**src/rtl/key_debounce.sv**
```systemverilog
// Push-button conditioner: per-key two-flop synchroniser, stability-counter debounce,
// and registered press / release / long-press pulses.
module key_debounce #(
  parameter int N_KEYS   = 3,
  parameter int CNT_MAX  = 500000,
  parameter int LONG_MAX = 50000000
) (
  input  logic              CLK,
  input  logic              RESET,
  input  logic [N_KEYS-1:0] KEY_N,
  output logic [N_KEYS-1:0] KEY_LVL,
  output logic [N_KEYS-1:0] KEY_PRESS,
  output logic [N_KEYS-1:0] KEY_RELEASE,
  output logic [N_KEYS-1:0] KEY_LONG
);

  localparam int CW = $clog2(CNT_MAX);
  localparam int HW = $clog2(LONG_MAX + 1);
  localparam logic [CW-1:0] CNT_LAST = CW'(CNT_MAX - 1);
  localparam logic [HW-1:0] HOLD_MAX = HW'(LONG_MAX);
  localparam logic [HW-1:0] HOLD_PRE = HW'(LONG_MAX - 1);

  for (genvar g = 0; g < N_KEYS; g++) begin : g_key
    logic          sync1;
    logic          sync2;
    logic          raw;
    logic          lvl;
    logic          press_p;
    logic          rel_p;
    logic          long_p;
    logic [CW-1:0] cnt;
    logic [HW-1:0] hold;

    assign raw = ~sync2;

    // The pulses are set on the same edge that flips lvl, so they line up with its first new cycle.
    always_ff @(posedge CLK) begin
      if (!RESET) begin
        sync1   <= 1'b1;
        sync2   <= 1'b1;
        cnt     <= '0;
        lvl     <= 1'b0;
        press_p <= 1'b0;
        rel_p   <= 1'b0;
        hold    <= '0;
        long_p  <= 1'b0;
      end else begin
        sync1   <= KEY_N[g];
        sync2   <= sync1;
        press_p <= 1'b0;
        rel_p   <= 1'b0;

        if (raw == lvl) begin
          cnt <= '0;
        end else if (cnt == CNT_LAST) begin
          cnt     <= '0;
          lvl     <= ~lvl;
          press_p <= ~lvl;
          rel_p   <= lvl;
        end else begin
          cnt <= cnt + 1'b1;
        end

        // Saturating at HOLD_MAX keeps the long pulse to one per press.
        if (!lvl) begin
          hold <= '0;
        end else if (hold != HOLD_MAX) begin
          hold <= hold + 1'b1;
        end

        long_p <= lvl && (hold == HOLD_PRE);
      end
    end

    assign KEY_LVL[g]     = lvl;
    assign KEY_PRESS[g]   = press_p;
    assign KEY_RELEASE[g] = rel_p;
    assign KEY_LONG[g]    = long_p;
  end

endmodule

```
**config.mk**
```make
export PLATFORM = sky130hd
export DESIGN_NAME = key_debounce
export DESIGN_NICKNAME = d
export VERILOG_FILES = /design/src/rtl/key_debounce.sv
export SDC_FILE = /design/constraint.sdc
export NUM_CORES = 1
export LEC_CHECK = 0
export ABC_AREA = 1
export CAP_MARGIN = 20
export CORE_MARGIN = 2
export CORE_UTILIZATION = 47
export DETAILED_ROUTE_END_ITERATION = 7
export SLEW_MARGIN = 20
export SYNTH_ARGS = -nofsm -noshare
export SYNTH_HDL_FRONTEND = slang
export SYNTH_SLANG_ARGS = --single-unit
```
**constraint.sdc**
```tcl
create_clock -name CLK -period 3.5 [get_ports CLK]
set_input_delay 0.525 -clock CLK [delete_from_list [all_inputs] [get_ports CLK]]
set_output_delay 0.525 -clock CLK [all_outputs]
set_load 0.01 [all_outputs]
```
## Word-level counts from Yosys, hierarchy flattened

Cells that the tools add are included.
Widths: inputs -> output; s select.

- Flip-flop bits (word level): 153
- Input port bits: 5
- Output and inout port bits: 12
- Word-level logic and storage cells: 70

- Add/subtract/negate cells: 6
- Equal/unequal tests: 12
- Bitwise operators: 13
- Reduce and logical (&&, ||, !) cells: 15

Operators by type and width:

| cell | number |
|---|---|
| $add 26x1->26 const B | 3 |
| $eq 26x26->1 const B | 3 |
| $ne 26x26->1 const B | 3 |
| $add 19x1->19 const B | 3 |
| $eq 19x19->1 const B | 3 |
| $reduce_or 3->1 | 6 |
| $not 1->1 | 13 |
| $reduce_and 2->1 | 6 |
| $eq 1x1->1 | 3 |
| $logic_and 1x1->1 | 3 |

## Longest topological paths before layout

Gate-level depths: netlist of the first run.

- Word-level depth: 4
- Depth in mapped cells: 10
- Mapped depth without buffers: 10

## Worst setup path before layout of the first run

Ideal clock, no wire load.

- Kind: register -> register
- From: register g_key[1].cnt[0]
- To: register g_key[1].cnt[8]
- Setup time: 115 ps
- Arrival: 1,303 ps
- Data required time: 3,385 ps
- Slack: 2,083 ps
- Stages on the path, launching flop included: 8
- Buffers on the path: 1
- Clock period less this slack: 1,417 ps
- Cell sequence: dfxtp_1 ha_1 nand3_4 inv_2 nand3_1 nand2_2 buf_6 nor2_1

- Longest elaborated chain between the ends: 2
- Elaborated cells on any way between the ends: 3
- Those cells by class: 1 x add/sub; 1 x eq/ne; 1 x reduce/logical

RTL lines:

| item | line | text |
|---|---|---|
| from (decl) | 31 | `logic [CW-1:0] cnt;` |
| from (signal assigned) | 61 | `cnt <= cnt + 1'b1;` |
| parallel branches: the longest is 2 deep, another holds $add 19x1->19 | n/a |  |

Parallel ways; which one is timed is not known.
A chain may end at the register's enable or synchronous reset.

==> run_summary.xml, run 1 <==
<?xml version="1.0" encoding="UTF-8"?>
<metrics>
  <group name="power_and_ir_drop">
    <metric name="worst_ir_drop_vdd" unit="µV">356.0</metric>
    <metric name="clockPowerShare" unit="%">50.3</metric>
    <metric name="internal_power" unit="W">0.002849</metric>
    <metric name="swShare" unit="%">20.00</metric>
    <metric name="pwr-share-comb" unit="%">0.6</metric>
    <metric name="leakage_dissipation" unit="nW">2.909</metric>
    <metric name="share_of_total_power_in_sequential_cells" unit="%">49.1</metric>
    <metric name="power.net_switching" unit="W">0.0007122</metric>
    <metric name="cellPowerDensity" unit="nW/µm²">400.0</metric>
  </group>
  <group name="setup_path">
    <metric name="timing.reg2reg.setup_slack" unit="ns">1.77</metric>
    <metric name="critical_path_start_type" unit="">primary input</metric>
    <metric name="crit-reg2reg-launch" unit="">g_key[1].cnt[0]$_SDFF_PP0_</metric>
    <metric name="cp.required" unit="ns">3.84</metric>
    <metric name="reg2reg_to" unit="">g_key[1].cnt[15]$_SDFF_PP0_</metric>
    <metric name="timing.setup.critical_path_class" unit="">in -&gt; reg</metric>
    <metric name="ff_to_ff_path_depth" unit="">8</metric>
    <metric name="critPathMaxFanout" unit="">18</metric>
    <metric name="critPathArrivalTime" unit="ns">2.48</metric>
    <metric name="end_kind" unit="">flip-flop</metric>
  </group>
  <group name="logic_synthesis">
    <metric name="yosys_warnings" unit="">0</metric>
    <metric name="yosys_top_cell_area_share" unit="%">38.06</metric>
    <metric name="mean_post_synth_cell_area" unit="µm²">6.480</metric>
    <metric name="yosysSeqAreaShare" unit="%">38.06</metric>
    <metric name="synthTopCellsByArea" unit="">sky130_fd_sc_hd__dfxtp_1 38%, sky130_fd_sc_hd__nand2_1 15%, sky130_fd_sc_hd__nor2_1 13%</metric>
    <metric name="synth.ff_latch_count" unit="">153</metric>
    <metric name="syn-num-nets" unit="">1256</metric>
    <metric name="synth_top_area_cell" unit="">sky130_fd_sc_hd__dfxtp_1</metric>
    <metric name="synth.lib_cells_used.distinct" unit="">37</metric>
    <metric name="netlist_instances" unit="">1242</metric>
    <metric name="synthesis.area" unit="µm²">8048</metric>
  </group>
  <group name="flow_run">
    <metric name="cap_violations" unit="">0</metric>
  </group>
  <group name="clocking">
    <metric name="clk_path_buf_depth" unit="">2</metric>
    <metric name="cts-buffers-inserted" unit="">17</metric>
    <metric name="cts_repair_resize_count" unit="">0</metric>
    <metric name="total_of_hold_buffers_inserted_after_clock_tree_synthesis" unit="">0</metric>
    <metric name="cts_tree" unit="">done</metric>
    <metric name="cts.sinks" unit="">153</metric>
    <metric name="htree_levels" unit="">4</metric>
    <metric name="cts.repair_timing.setup_buffer_count" unit="">0</metric>
    <metric name="cts.reportedPaths.clkPinSlew" unit="ns">0.06</metric>
    <metric name="clock-root-buffer" unit="">sky130_fd_sc_hd__clkbuf_16</metric>
    <metric name="clock_latency" unit="ns">0.42</metric>
  </group>
  <group name="die">
    <metric name="floorplan_core_area" unit="µm²">16640</metric>
    <metric name="die_area" unit="µm²">18190</metric>
    <metric name="floorplan.die.width" unit="µm">134.9</metric>
    <metric name="ios" unit="">17</metric>
    <metric name="die_height" unit="µm">134.9</metric>
    <metric name="initial_core_util" unit="%">48.36</metric>
    <metric name="fp-row-count" unit="">47</metric>
  </group>
  <group name="global_route">
    <metric name="total_global_routing_track_utilization" unit="%">19.08</metric>
    <metric name="grt-ovfl-total" unit="">0</metric>
    <metric name="first_global_vias" unit="">6451</metric>
    <metric name="antenna_found_initial" unit="">0</metric>
    <metric name="grt_max_degree" unit="">22</metric>
    <metric name="grt_first_pass_wirelength" unit="µm">28570</metric>
  </group>
  <group name="sta">
    <metric name="slew_violations" unit="">0</metric>
    <metric name="totalNegativeSetupSlack" unit="ns">0</metric>
    <metric name="achievable-frequency" unit="GHz">0.4673</metric>
    <metric name="clock-skew-final" unit="ns">0.009251</metric>
    <metric name="slew_at_the_pin_with_the_worst_max_slew_slack" unit="ns">0.6026</metric>
    <metric name="finalCritPeriodShare" unit="%">61.14</metric>
    <metric name="worst_slack" unit="ns">1.360</metric>
    <metric name="timing.slew.headroom" unit="%">59.78</metric>
    <metric name="setup_viol_count_final" unit="">0</metric>
    <metric name="hold-worst-slack" unit="ns">0.4137</metric>
    <metric name="rsz0062_at_grt" unit="">false</metric>
    <metric name="finalCriticalPeriod" unit="ns">2.140</metric>
    <metric name="number_of_failing_hold_endpoints_at_the_final_stage" unit="">0</metric>
  </group>
  <group name="drt">
    <metric name="route.detailed.wl_per_inst" unit="µm">11.06</metric>
    <metric name="avgViaCountPerCell" unit="">4.767</metric>
    <metric name="drc" unit="">0</metric>
    <metric name="antenna_left" unit="">0</metric>
    <metric name="dr.pass1.iters" unit="">5</metric>
    <metric name="vias" unit="">7084</metric>
    <metric name="first_iter_violations" unit="">317</metric>
    <metric name="drt-total-wl" unit="µm">16430</metric>
  </group>
  <group name="finish">
    <metric name="num-fill-cells" unit="">1644</metric>
    <metric name="antenna_cells" unit="">0</metric>
    <metric name="finish.cell_count_without_fillers" unit="">1486</metric>
    <metric name="syn_to_final_growth" unit="%">10.63</metric>
    <metric name="layout-drive-gt1-share" unit="%">6.477</metric>
    <metric name="final_net_count" unit="">1268</metric>
  </group>
  <group name="min_path">
    <metric name="hold_end" unit="">g_key[1].sync2$_SDFF_PN1_</metric>
    <metric name="hold_path_class" unit="">reg -&gt; reg</metric>
    <metric name="hold_start" unit="">g_key[1].sync1$_SDFF_PN1_</metric>
    <metric name="hold_path_depth" unit="">1</metric>
  </group>
  <group name="place">
    <metric name="place_congestion" unit="">0.8407</metric>
    <metric name="place_inst" unit="">1455</metric>
    <metric name="placement.io_buffers" unit="">16</metric>
    <metric name="place_worst_setup_slack" unit="ns">0.8953</metric>
    <metric name="detailed_place_hpwl" unit="µm">12290</metric>
  </group>
  <group name="run_status">
    <metric name="status" unit="">finished, final reports clean</metric>
  </group>
</metrics>
kinds of logic (layout without fill, tap and decap cells):
logic type,Yosys count,after routing,share of synthesized area [%]
simple gates,771,771,41.48
buf+inv,169,193,8.738
flops,153,153,38.06
compound gates,111,111,7.167
xor+xnor,29,29,3.156
fa+ha+maj,9,9,1.399
final cells by class:
class / instances / area [µm²] / share of cell area, %
Multi-Input combinational cell: 920 / 4282 / 48.09
Tap cell: 220 / 275.3 / 3.092
Sequential cell: 153 / 3063 / 34.40
Timing Repair Buffer: 17 / 167.7 / 1.883
Clock buffer: 22 / 474.2 / 5.326
Clock inverter: 9 / 97.59 / 1.096
Inverter: 145 / 544.3 / 6.113
how the worst max path moves through the flow:
stage / to / cells past startpoint / start / slack [ns]
2_1_floorplan: g_key[1].cnt[8]$_SDFF_PP0_ / 7 / g_key[1].cnt[0]$_SDFF_PP0_ / 2.08
3_3_place_gp: g_key[1].long_p$_SDFF_PN0_ / 7 / RESET / 0.90
3_5_place_dp: g_key[2].long_p$_SDFF_PN0_ / 5 / RESET / 0.90
4_1_cts: g_key[2].long_p$_SDFF_PN0_ / 5 / RESET / 1.33
5_1_grt: g_key[1].long_p$_SDFF_PN0_ / 7 / RESET / 1.10
6_report: g_key[2].long_p$_SDFF_PN0_ / 5 / RESET / 1.36
flip-flops by register name, indices dropped and copies added, names as in the netlist:
register       flops
g_key.cnt         57
g_key.hold        78
g_key.long_p       3
g_key.lvl          3
g_key.press_p      3
g_key.rel_p        3
g_key.sync1        3
g_key.sync2        3
placed cells by master (no fill, tap or decap), types with 3 or more instances in the layout:
cell | Yosys | final
sky130_fd_sc_hd__ha_1 | 9 | 9
sky130_fd_sc_hd__a21oi_1 | 66 | 66
sky130_fd_sc_hd__nor2_2 | 5 | 5
sky130_fd_sc_hd__xor2_1 | 23 | 23
sky130_fd_sc_hd__or2_2 | 10 | 10
sky130_fd_sc_hd__nand2_1 | 326 | 326
sky130_fd_sc_hd__nand3_2 | 7 | 7
sky130_fd_sc_hd__o21a_1 | 5 | 5
sky130_fd_sc_hd__nand3_1 | 79 | 79
sky130_fd_sc_hd__nor3_1 | 12 | 12
sky130_fd_sc_hd__clkinv_2 | 0 | 6
sky130_fd_sc_hd__nor3_2 | 3 | 3
sky130_fd_sc_hd__o21ai_0 | 33 | 33
sky130_fd_sc_hd__nor2_1 | 271 | 271
sky130_fd_sc_hd__xnor2_1 | 6 | 6
sky130_fd_sc_hd__inv_2 | 10 | 10
sky130_fd_sc_hd__nand3b_1 | 10 | 10
sky130_fd_sc_hd__clkdlybuf4s50_1 | 0 | 16
sky130_fd_sc_hd__clkbuf_16 | 0 | 17
sky130_fd_sc_hd__inv_1 | 132 | 132
sky130_fd_sc_hd__clkinv_1 | 3 | 3
sky130_fd_sc_hd__dfxtp_1 | 153 | 153
sky130_fd_sc_hd__o21ai_1 | 4 | 4
sky130_fd_sc_hd__or2_1 | 3 | 3
sky130_fd_sc_hd__nor2_4 | 6 | 6
sky130_fd_sc_hd__clkbuf_8 | 0 | 3
sky130_fd_sc_hd__nand4_1 | 17 | 17
sky130_fd_sc_hd__or2_0 | 5 | 5
sky130_fd_sc_hd__and2_1 | 5 | 5
sky130_fd_sc_hd__nand2_2 | 6 | 6
critical path: stages:
cell and delay (ns):
sky130_fd_sc_hd__clkdlybuf4s50_1 0.74, sky130_fd_sc_hd__nand2_1 0.35, sky130_fd_sc_hd__inv_1 0.53, sky130_fd_sc_hd__nand4_1 0.15
sky130_fd_sc_hd__nor3_1 0.17
power groups by stage:
stage / clock (W) / sequential [W] / combinational, W
CTS: 0.00184 / 0.00175 / 0.0000210
floorplan: 0 / 0.00179 / 0.0000143
global placement: 0 / 0.00179 / 0.0000209
detailed placement: 0 / 0.00179 / 0.0000210
finish: 0.00179 / 0.00175 / 0.0000207
global route: 0.00192 / 0.00175 / 0.0000235
through the flow:
| stage | instance area, µm² | utilization [%] | power (W) |
|---|---|---|---|
| after floorplan | 8048 | - | 0.001800 |
| after global placement | 8332 | 50.06 | 0.001807 |
| after detailed placement | 8332 | 50.06 | 0.001807 |
| after CTS | 8904 | 53.50 | 0.003608 |
| after global routing | 8904 | 53.50 | 0.003691 |
| final | 8904 | 53.50 | 0.003562 |
cells in the mapped netlist, drive strengths merged:
cell,instances
buf,22
dfxtp,153
ha,9
and3,1
a21oi,67
or2,18
o21ai,37
nand4,17
nand3b,10
nor3b,1
nor3,15
inv,142
xor2,23
o21a,5
clkinv,3
o21bai,2
nand2,333
nor2,283
xnor2,6
clkbuf,2
and2,5
nand3,88
layer usage:
metal | global-route usage [%] | vias up | routed length [µm]
li1 | - | 3904 | -
met1 | 24.52 | 3094 | 8249
met2 | 32.43 | 76 | 7599
met3 | 4.129 | 10 | 453
met4 | 5.146 | 0 | 125
met5 | 0 | - | 0
Note: power is estimated with default switching activity, not from simulation.
==> inputs of run 2 (changes only) <==
==> constraint.sdc (replaced) <==
create_clock -name CLK -period 2 [get_ports CLK]
set_input_delay 0.3 -clock CLK [delete_from_list [all_inputs] [get_ports CLK]]
set_output_delay 0.3 -clock CLK [all_outputs]
set_load 0.01 [all_outputs]
==> run_summary.xml, run 2 (synthesis gave the netlist of run 1 again) <==
<?xml version="1.0" encoding="UTF-8"?>
<metrics>
  <group name="drt">
    <metric name="drt-total-wl" unit="µm">16290</metric>
    <metric name="dr.pass1.iters" unit="">5</metric>
    <metric name="avgViaCountPerCell" unit="">4.707</metric>
    <metric name="first_iter_violations" unit="">396</metric>
    <metric name="drc" unit="">0</metric>
    <metric name="antenna_left" unit="">0</metric>
    <metric name="vias" unit="">7027</metric>
    <metric name="route.detailed.wl_per_inst" unit="µm">10.91</metric>
  </group>
  <group name="clocking">
    <metric name="clk_path_buf_depth" unit="">2</metric>
    <metric name="clock_latency" unit="ns">0.43</metric>
    <metric name="total_of_hold_buffers_inserted_after_clock_tree_synthesis" unit="">0</metric>
    <metric name="cts.repair_timing.setup_buffer_count" unit="">0</metric>
    <metric name="cts-buffers-inserted" unit="">17</metric>
    <metric name="cts.sinks" unit="">153</metric>
    <metric name="htree_levels" unit="">4</metric>
    <metric name="cts.reportedPaths.clkPinSlew" unit="ns">0.06</metric>
    <metric name="cts_tree" unit="">done</metric>
    <metric name="cts_repair_resize_count" unit="">0</metric>
    <metric name="clock-root-buffer" unit="">sky130_fd_sc_hd__clkbuf_16</metric>
  </group>
  <group name="setup_path">
    <metric name="critPathMaxFanout" unit="">5</metric>
    <metric name="ff_to_ff_path_depth" unit="">8</metric>
    <metric name="worst_path_dominant_cell_family" unit="">buffers and inverters</metric>
    <metric name="critPathArrivalTime" unit="ns">1.43</metric>
    <metric name="worstPathCellList" unit="">clkdlybuf4s50_1</metric>
    <metric name="number_of_stages_on_the_worst_setup_path" unit="">1</metric>
    <metric name="cp.required" unit="ns">1.70</metric>
    <metric name="end_kind" unit="">primary output</metric>
    <metric name="critPathBufInv" unit="">1</metric>
    <metric name="critPathSlowestCell" unit="">sky130_fd_sc_hd__clkdlybuf4s50_1</metric>
    <metric name="critical_path_start_type" unit="">flip-flop</metric>
    <metric name="critical-path-max-stage-delay" unit="ns">0.58</metric>
    <metric name="timing.setup.critical_path_class" unit="">reg -&gt; out</metric>
  </group>
  <group name="finish">
    <metric name="layout.cells.most_common_list" unit="">326 x sky130_fd_sc_hd__nand2_1, 271 x sky130_fd_sc_hd__nor2_1, 153 x sky130_fd_sc_hd__dfxtp_1, 132 x sky130_fd_sc_hd__inv_1, 79 x sky130_fd_sc_hd__nand3_1</metric>
    <metric name="layout-drive-gt1-share" unit="%">6.913</metric>
    <metric name="num-fill-cells" unit="">1644</metric>
    <metric name="layout.cells.most_common" unit="">sky130_fd_sc_hd__nand2_1</metric>
    <metric name="finalCoreUtilization" unit="%">53.86</metric>
    <metric name="final_net_count" unit="">1276</metric>
    <metric name="post-route-cell-area" unit="µm²">8964</metric>
    <metric name="max_ffs_per_register" unit="">78</metric>
    <metric name="registers.top_by_ff_count" unit="">g_key.hold</metric>
    <metric name="antenna_cells" unit="">0</metric>
    <metric name="layout_top_registers" unit="">g_key.hold (78), g_key.cnt (57)</metric>
    <metric name="syn_to_final_growth" unit="%">11.38</metric>
  </group>
  <group name="sta">
    <metric name="slew_violations" unit="">0</metric>
    <metric name="rsz0062_at_grt" unit="">false</metric>
    <metric name="clock-skew-final" unit="ns">0.007468</metric>
    <metric name="finalCriticalPeriod" unit="ns">1.733</metric>
    <metric name="hold-worst-slack" unit="ns">0.4099</metric>
    <metric name="slew_at_the_pin_with_the_worst_max_slew_slack" unit="ns">0.4724</metric>
    <metric name="number_of_failing_hold_endpoints_at_the_final_stage" unit="">0</metric>
    <metric name="totalNegativeSetupSlack" unit="ns">0</metric>
    <metric name="timing.slew.headroom" unit="%">68.41</metric>
    <metric name="achievable-frequency" unit="GHz">0.5771</metric>
    <metric name="finalCritPeriodShare" unit="%">86.65</metric>
    <metric name="setup_viol_count_final" unit="">0</metric>
  </group>
  <group name="global_route">
    <metric name="total_global_routing_track_utilization" unit="%">19.35</metric>
    <metric name="grt_max_degree" unit="">19</metric>
    <metric name="first_global_vias" unit="">6485</metric>
    <metric name="grt_first_pass_wirelength" unit="µm">29040</metric>
    <metric name="grt-ovfl-total" unit="">0</metric>
    <metric name="antenna_found_initial" unit="">0</metric>
  </group>
  <group name="die">
    <metric name="fp-row-count" unit="">47</metric>
    <metric name="floorplan.die.width" unit="µm">134.9</metric>
    <metric name="die_area" unit="µm²">18190</metric>
    <metric name="floorplan_core_area" unit="µm²">16640</metric>
    <metric name="ios" unit="">17</metric>
    <metric name="die_height" unit="µm">134.9</metric>
    <metric name="initial_core_util" unit="%">48.36</metric>
  </group>
  <group name="place">
    <metric name="placement.io_buffers" unit="">16</metric>
    <metric name="place_congestion" unit="">0.8372</metric>
    <metric name="dpl-instance-area" unit="µm²">8392</metric>
    <metric name="detailed_place_hpwl" unit="µm">12140</metric>
  </group>
  <group name="power_and_ir_drop">
    <metric name="cellPowerDensity" unit="nW/µm²">695.5</metric>
    <metric name="leakage_dissipation" unit="nW">2.940</metric>
    <metric name="worst_ir_drop_vdd" unit="µV">624.4</metric>
  </group>
  <group name="min_path">
    <metric name="hold_path_class" unit="">reg -&gt; reg</metric>
    <metric name="hold_path_depth" unit="">1</metric>
  </group>
  <group name="flow_run">
    <metric name="cap_violations" unit="">0</metric>
  </group>
  <group name="run_status">
    <metric name="status" unit="">finished, final reports clean</metric>
  </group>
</metrics>
run 2: changes by cell type in the layout (fill, tap and decap cells not counted):
| cell | before | now |
|---|---|---|
| sky130_fd_sc_hd__clkbuf_1 | 2 | 3 |
| sky130_fd_sc_hd__clkinv_2 | 6 | 2 |
| sky130_fd_sc_hd__buf_4 | 1 | 9 |
| sky130_fd_sc_hd__clkinv_4 | 0 | 1 |
| sky130_fd_sc_hd__clkinvlp_4 | 1 | 2 |
run 2: per-layer routing:
metal | vias up | track usage, % | part of all wire [%]
met5 | - | 0 | 0
met4 | 0 | 6.316 | 1.4
met3 | 18 | 3.791 | 3.0
met2 | 73 | 31.19 | 44
met1 | 3021 | 26.08 | 51
li1 | 3915 | - | -
run 2: final cells by class:
| class | count | area (µm²) | share of cell area [%] |
|---|---|---|---|
| sequential | 153 | 3063 | 34.17 |
| tap | 220 | 275.3 | 3.071 |
| inverter | 145 | 544.3 | 6.072 |
| clock inverter | 7 | 93.84 | 1.047 |
| clock buffer | 23 | 478.0 | 5.332 |
| timing repair buffer | 25 | 227.7 | 2.540 |
| multi-input combinational | 920 | 4282 | 47.77 |
run 2: final timing paths:
kind | start | endpoint | slack [ns]
max | g_key[1].lvl$_SDFFE_PN0P_ | KEY_LVL[1] | 0.27
min | g_key[1].sync1$_SDFF_PN1_ | g_key[1].sync2$_SDFF_PN1_ | 0.41
max reg2reg | g_key[2].cnt[0]$_SDFF_PP0_ | g_key[2].cnt[15]$_SDFF_PP0_ | 0.33
min reg2reg | g_key[1].sync1$_SDFF_PN1_ | g_key[1].sync2$_SDFF_PN1_ | 0.41
run 2: power breakdown:
| part | total, W | switching [W] | internal [W] |
|---|---|---|---|
| Clock | 0.00314 | 0.00122 | 0.00192 |
| Sequential | 0.00306 | 0.00000304 | 0.00306 |
| Combinational | 0.0000379 | 0.0000220 | 0.0000159 |
run 2: through the flow:
stage	instances	setup slack (ns)	total power [W]
2_1_floorplan	1242	0.5827	0.003150
3_3_place_gp	1463	0.1683	0.003164
3_5_place_dp	1463	0.1453	0.003164
4_1_cts	1493	0.2332	0.006328
5_1_grt	1493	0.1143	0.006491
6_report	1493	0.2671	0.006234
==> inputs of run 3 (changes only) <==
--- a/config.mk
+++ b/config.mk
@@ -8,8 +8,9 @@
 export ABC_AREA = 1
 export CAP_MARGIN = 20
 export CORE_MARGIN = 2
-export CORE_UTILIZATION = 47
+export CORE_UTILIZATION = 35
 export DETAILED_ROUTE_END_ITERATION = 7
+export GPL_TIMING_DRIVEN = 0
 export SLEW_MARGIN = 20
 export SYNTH_ARGS = -nofsm -noshare
 export SYNTH_HDL_FRONTEND = slang
==> run_summary.xml, run 3 (synthesis gave the netlist of run 1 again) <==
<?xml version="1.0" encoding="UTF-8"?>
<metrics>
  <group name="min_path">
    <metric name="hold_path_depth" unit="">3</metric>
    <metric name="hold_path_class" unit="">in -&gt; reg</metric>
    <metric name="hold_start" unit="">RESET</metric>
  </group>
  <group name="drt">
    <metric name="route.detailed.wl_per_inst" unit="µm">10.98</metric>
    <metric name="avgViaCountPerCell" unit="">4.631</metric>
    <metric name="drc" unit="">0</metric>
    <metric name="first_iter_violations" unit="">365</metric>
    <metric name="drt-total-wl" unit="µm">17270</metric>
    <metric name="dr.pass1.iters" unit="">5</metric>
    <metric name="antenna_left" unit="">0</metric>
    <metric name="vias" unit="">7285</metric>
  </group>
  <group name="clocking">
    <metric name="cts.repair_timing.setup_buffer_count" unit="">0</metric>
    <metric name="htree_levels" unit="">4</metric>
    <metric name="clk_path_buf_depth" unit="">2</metric>
    <metric name="cts-buffers-inserted" unit="">17</metric>
    <metric name="total_of_hold_buffers_inserted_after_clock_tree_synthesis" unit="">0</metric>
    <metric name="cts_tree" unit="">done</metric>
    <metric name="cts_repair_resize_count" unit="">0</metric>
    <metric name="clock-root-buffer" unit="">sky130_fd_sc_hd__clkbuf_16</metric>
    <metric name="clock_latency" unit="ns">0.42</metric>
    <metric name="cts.reportedPaths.clkPinSlew" unit="ns">0.06</metric>
    <metric name="cts.sinks" unit="">153</metric>
  </group>
  <group name="sta">
    <metric name="setup_viol_count_final" unit="">0</metric>
    <metric name="slew_at_the_pin_with_the_worst_max_slew_slack" unit="ns">0.5781</metric>
    <metric name="finalCritPeriodShare" unit="%">88.40</metric>
    <metric name="number_of_failing_hold_endpoints_at_the_final_stage" unit="">0</metric>
    <metric name="finalCriticalPeriod" unit="ns">1.768</metric>
    <metric name="rsz0062_at_grt" unit="">false</metric>
    <metric name="clock-skew-final" unit="ns">0.01017</metric>
    <metric name="totalNegativeSetupSlack" unit="ns">0</metric>
    <metric name="slew_violations" unit="">0</metric>
    <metric name="timing.slew.headroom" unit="%">61.46</metric>
    <metric name="achievable-frequency" unit="GHz">0.5656</metric>
  </group>
  <group name="place">
    <metric name="detailed_place_hpwl" unit="µm">12720</metric>
    <metric name="place_congestion" unit="">0.8314</metric>
    <metric name="placement.io_buffers" unit="">15</metric>
  </group>
  <group name="global_route">
    <metric name="total_global_routing_track_utilization" unit="%">15.18</metric>
    <metric name="use_met3" unit="%">2.806</metric>
    <metric name="grt_first_pass_wirelength" unit="µm">30820</metric>
    <metric name="grtUsageMet1" unit="%">19.98</metric>
    <metric name="globalRouteMet2Util" unit="%">25.43</metric>
    <metric name="antenna_found_initial" unit="">0</metric>
    <metric name="grt_max_degree" unit="">17</metric>
    <metric name="grt-ovfl-total" unit="">0</metric>
    <metric name="globalRoute.busiestLayer" unit="">met2</metric>
    <metric name="first_global_vias" unit="">6818</metric>
  </group>
  <group name="setup_path">
    <metric name="critical_path_start_type" unit="">flip-flop</metric>
    <metric name="ff_to_ff_path_depth" unit="">7</metric>
    <metric name="worstPathCellList" unit="">buf_4 -&gt; clkdlybuf4s50_1</metric>
    <metric name="end_kind" unit="">primary output</metric>
    <metric name="cp.required" unit="ns">1.70</metric>
    <metric name="critPathSlowestCell" unit="">sky130_fd_sc_hd__clkdlybuf4s50_1</metric>
    <metric name="critPathBufInv" unit="">2</metric>
    <metric name="timing.setup.critical_path_class" unit="">reg -&gt; out</metric>
    <metric name="worst_setup_path_startpoint" unit="">g_key[0].lvl$_SDFFE_PN0P_</metric>
    <metric name="number_of_stages_on_the_worst_setup_path" unit="">2</metric>
    <metric name="critPathArrivalTime" unit="ns">1.47</metric>
    <metric name="worst_path_dominant_cell_family" unit="">buffers and inverters</metric>
    <metric name="critPathMaxFanout" unit="">5</metric>
    <metric name="crit-reg2reg-launch" unit="">g_key[1].cnt[0]$_SDFF_PP0_</metric>
    <metric name="critical-path-max-stage-delay" unit="ns">0.52</metric>
  </group>
  <group name="finish">
    <metric name="layout_top_registers" unit="">g_key.hold (78), g_key.cnt (57)</metric>
    <metric name="final_net_count" unit="">1290</metric>
    <metric name="layout.cells.most_common" unit="">sky130_fd_sc_hd__nand2_1</metric>
    <metric name="finalCoreUtilization" unit="%">40.74</metric>
    <metric name="syn_to_final_growth" unit="%">14.26</metric>
    <metric name="layout-drive-gt1-share" unit="%">8.075</metric>
    <metric name="antenna_cells" unit="">0</metric>
    <metric name="max_ffs_per_register" unit="">78</metric>
    <metric name="layout.cells.most_common_list" unit="">326 x sky130_fd_sc_hd__nand2_1, 271 x sky130_fd_sc_hd__nor2_1, 153 x sky130_fd_sc_hd__dfxtp_1, 132 x sky130_fd_sc_hd__inv_1, 79 x sky130_fd_sc_hd__nand3_1</metric>
    <metric name="registers.top_by_ff_count" unit="">g_key.hold</metric>
  </group>
  <group name="power_and_ir_drop">
    <metric name="worst_ir_drop_vdd" unit="µV">512.1</metric>
    <metric name="leakage_dissipation" unit="nW">3.044</metric>
    <metric name="cellPowerDensity" unit="nW/µm²">720.7</metric>
  </group>
  <group name="flow_run">
    <metric name="cap_violations" unit="">0</metric>
  </group>
  <group name="die">
    <metric name="die_area" unit="µm²">24220</metric>
    <metric name="floorplan.die.width" unit="µm">155.6</metric>
    <metric name="ios" unit="">17</metric>
    <metric name="die_height" unit="µm">155.6</metric>
    <metric name="fp-row-count" unit="">55</metric>
    <metric name="floorplan_core_area" unit="µm²">22570</metric>
    <metric name="initial_core_util" unit="%">35.65</metric>
  </group>
  <group name="run_status">
    <metric name="status" unit="">finished, final reports clean</metric>
  </group>
</metrics>
## run 3: cell count changes in the layout (fill, tap and decap cells not counted), sizes merged
| cell | delta |
|---|---|
| clkinv | +1 |
| buf | +13 |
| inv | +1 |
| clkdlybuf4s50 | -1 |
| clkbuf | -2 |
| bufinv | +3 |
## run 3: metrics by stage
| step | total power (W) | cell area, µm² | worst slack [ns] | hold slack (ns) | instances |
|---|---|---|---|---|---|
| after floorplan | 0.003150 | 8048 | 0.5827 | 0.3925 | 1242 |
| after global placement | 0.003165 | 8554 | 0.3360 | 0.3943 | 1542 |
| after detailed placement | 0.003165 | 8554 | 0.3196 | 0.3986 | 1542 |
| after CTS | 0.006706 | 9195 | 0.1874 | 0.2591 | 1573 |
| after global routing | 0.006843 | 9195 | 0.1527 | 0.2913 | 1573 |
| final | 0.006626 | 9195 | 0.2320 | 0.2762 | 1573 |
## run 3: cell type report
type / count / area, µm²
Tap cell: 285 / 356.6
Inverter: 145 / 544.3
Timing Repair Buffer: 15 / 150.1
Clock inverter: 12 / 197.7
Fill cell: 2382 / 13380
Sequential cell: 153 / 3063
Multi-Input combinational cell: 920 / 4282
Buffer: 24 / 158.9
Clock buffer: 19 / 442.9
## run 3: per-layer routing
layer	share of wire, %	vias to the layer above	wire [µm]
li1	-	3936	-
met1	51	3265	8780
met2	45	71	7848
met3	2.6	13	441
met4	1.1	0	195
met5	0	-	0
## run 3: final timing paths
kind	to	slack, ns
max reg2reg	g_key[1].cnt[8]$_SDFF_PP0_	0.31
min	g_key[1].press_p$_SDFF_PP0_	0.28
min reg2reg	g_key[1].sync2$_SDFF_PN1_	0.41
max	KEY_LVL[0]	0.23
## run 3: worst min-delay path, delay by kind of cell
kind / cells / cell delay [ns]
buffers and inverters: 1 / 0.17
AND/OR/NAND/NOR: 2 / 0.18
## run 3: where the power goes
part           internal (W)  leakage [nW]  switching, W
registers           0.00305          1.23    0.00000346
logic             0.0000165          1.50     0.0000219
clock network       0.00224         0.309       0.00129
==> variant (config.mk and constraints of run 1) <==
Register the input `KEY_N` before use, with the module's reset. The logic sees it one clock later.
--- a/src/rtl/key_debounce.sv
+++ b/src/rtl/key_debounce.sv
@@ -21,2 +21,12 @@
   localparam logic [HW-1:0] HOLD_PRE = HW'(LONG_MAX - 1);
+
+  logic [N_KEYS-1:0] KEY_N_q;
+
+  always_ff @(posedge CLK) begin
+    if (!RESET) begin
+      KEY_N_q <= '0;
+    end else begin
+      KEY_N_q <= KEY_N;
+    end
+  end
 
@@ -47,3 +57,3 @@
       end else begin
-        sync1   <= KEY_N[g];
+        sync1   <= KEY_N_q[g];
         sync2   <= sync1;
Behaviour: same outputs for any inputs over 10 cycles, from zero or initial values and one cycle with RESET low; that may be too few to reach the edited logic, so the function may still have changed.
==> variant against run 1 <==
Wire length up 6.1%; worst setup slack improved by 0.0025 ns; sequential cell count grew 3; final area rose by 2.7%; worst hold slack better by 0.0021 ns; cell count up 3.4%; global-route usage increased by 0.73 points; critical path type unchanged; area after synthesis rose by 2.8%; power is 3.5% higher; maximum frequency is 0.12% higher.
==> variant: results (changes against run 1) <==
metric,value,unit,change
gr-usage-met1,0.242,,was 0.245
post-place-ws,0.917,ns,was 0.895 ns
place_congestion,0.843,,was 0.841
placed_area,8550,sq um,was 8330 sq um
yosysSeqAreaShare,0.378,,was 0.381
nNonClkInverters,141,,was 145
die_area,18700,sq um,"was 18,200 sq um"
wl,17400,microns,"was 16,400 microns"
synth_seq_cells,156,,was 153
route.met2.wl,8210,microns,was 7600 microns
clk_share,0.0646,,was 0.0642
synth-compound-area-share,0.0664,,was 0.0717
leakage,2.84,nW,was 2.91 nW
synthXorXnorAreaFrac,0.0244,,was 0.0316
wl_met1,8430,microns,was 8250 microns
vdd_drop_max,0.399,mV,was 0.356 mV
seq_share,0.341,,was 0.344
top_regs,"g_key.hold: 78 flops, g_key.cnt: 57 flops",,unchanged
fin_crit,2.14,ns,about the same
nFillCells,1727,,"was 1,644"
status,"complete, no violations",,unchanged
worst-path-max-fanout,17,,was 18
syn_nets,1301,,"was 1,256"
ys.flop_type,dfxtp_1,,unchanged
grt_pass1_wl,29600,microns,"was 28,600 microns"
synth_commonest_cells,"nand2_1 (353), nor2_1 (287), dfxtp_1 (156)",,"was nand2_1 (326), nor2_1 (271), dfxtp_1 (153)"
multi_input_area_share,0.488,,was 0.481
grt_use_met2,0.344,,was 0.324
grt_pass1_vias,6646,,"was 6,451"
wl_met3,463,microns,was 453 microns
signal_buffers,16,,was 17
multi_input_cells,968,,was 920
nonClkBufAreaFrac,0.0175,,was 0.0188
clkbuf_count,20,,was 22
synth_top_area_frac,0.378,,was 0.381
ys_types,34,,was 37
final_cells,1537,,"was 1,486"
yosys-top-cells-area,"dfxtp_1 (38%), nand2_1 (16%), nor2_1 (13%), inv_1 (6.3%), nand3_1 (4.4%)",,"was dfxtp_1 (38%), nand2_1 (15%), nor2_1 (13%), inv_1 (6.2%), nand3_1 (4.9%)"
drt_iter0_markers,309,,was 317
grt_max_degree,20,,was 22
drive_gt1_frac,0.0610,,was 0.0648
use_met3,0.0426,,was 0.0413
clk_pin_slew,0.06,ns,about the same
tightest_slew,0.581,ns,was 0.603 ns
syn_inst,1287,,"was 1,242"
root_buffer,clkbuf_16,,unchanged
h-tree-depth,4,,unchanged
yosys-mux-area-fraction,0,,unchanged
synthAdderAreaFrac,0.0136,,was 0.0140
worst_hold_slack,0.416,ns,was 0.414 ns
final_util,0.531,,was 0.535
fin_skew,0.00906,ns,was 0.00925 ns
## variant: cell count changes after synthesis, moves of 3 or more
cell / change
inv_2: -8
dfxtp_1: +3
xor2_1: -8
nand2_1: +27
nor2_1: +16
nand4_1: +11
nor2_2: +7
buf_2: -4
o21a_1: -3
nand3_1: -7
inv_1: +6
and2_1: +3
nor3_2: +3
## variant: where the power goes
part           internal [W]  switching [W]  total [W]
sequential          0.00178     0.00000432    0.00179
clock               0.00113       0.000735    0.00187
combinational     0.0000108      0.0000176  0.0000283
## variant: worst paths after layout
path | start | to
worst max-delay path | RESET | g_key[1].hold[13]
worst min-delay path | g_key[2].sync1 | g_key[2].sync2
worst max register to register | g_key[0].cnt[0] | g_key[0].cnt[14]
worst min register to register | g_key[2].sync1 | g_key[2].sync2
## variant: critical path, stage by stage
cell and delay [ns]:
clkdlybuf4s50_1 0.68, nand2_1 0.38, inv_1 0.57, o21ai_0 0.18, a21oi_1 0.16
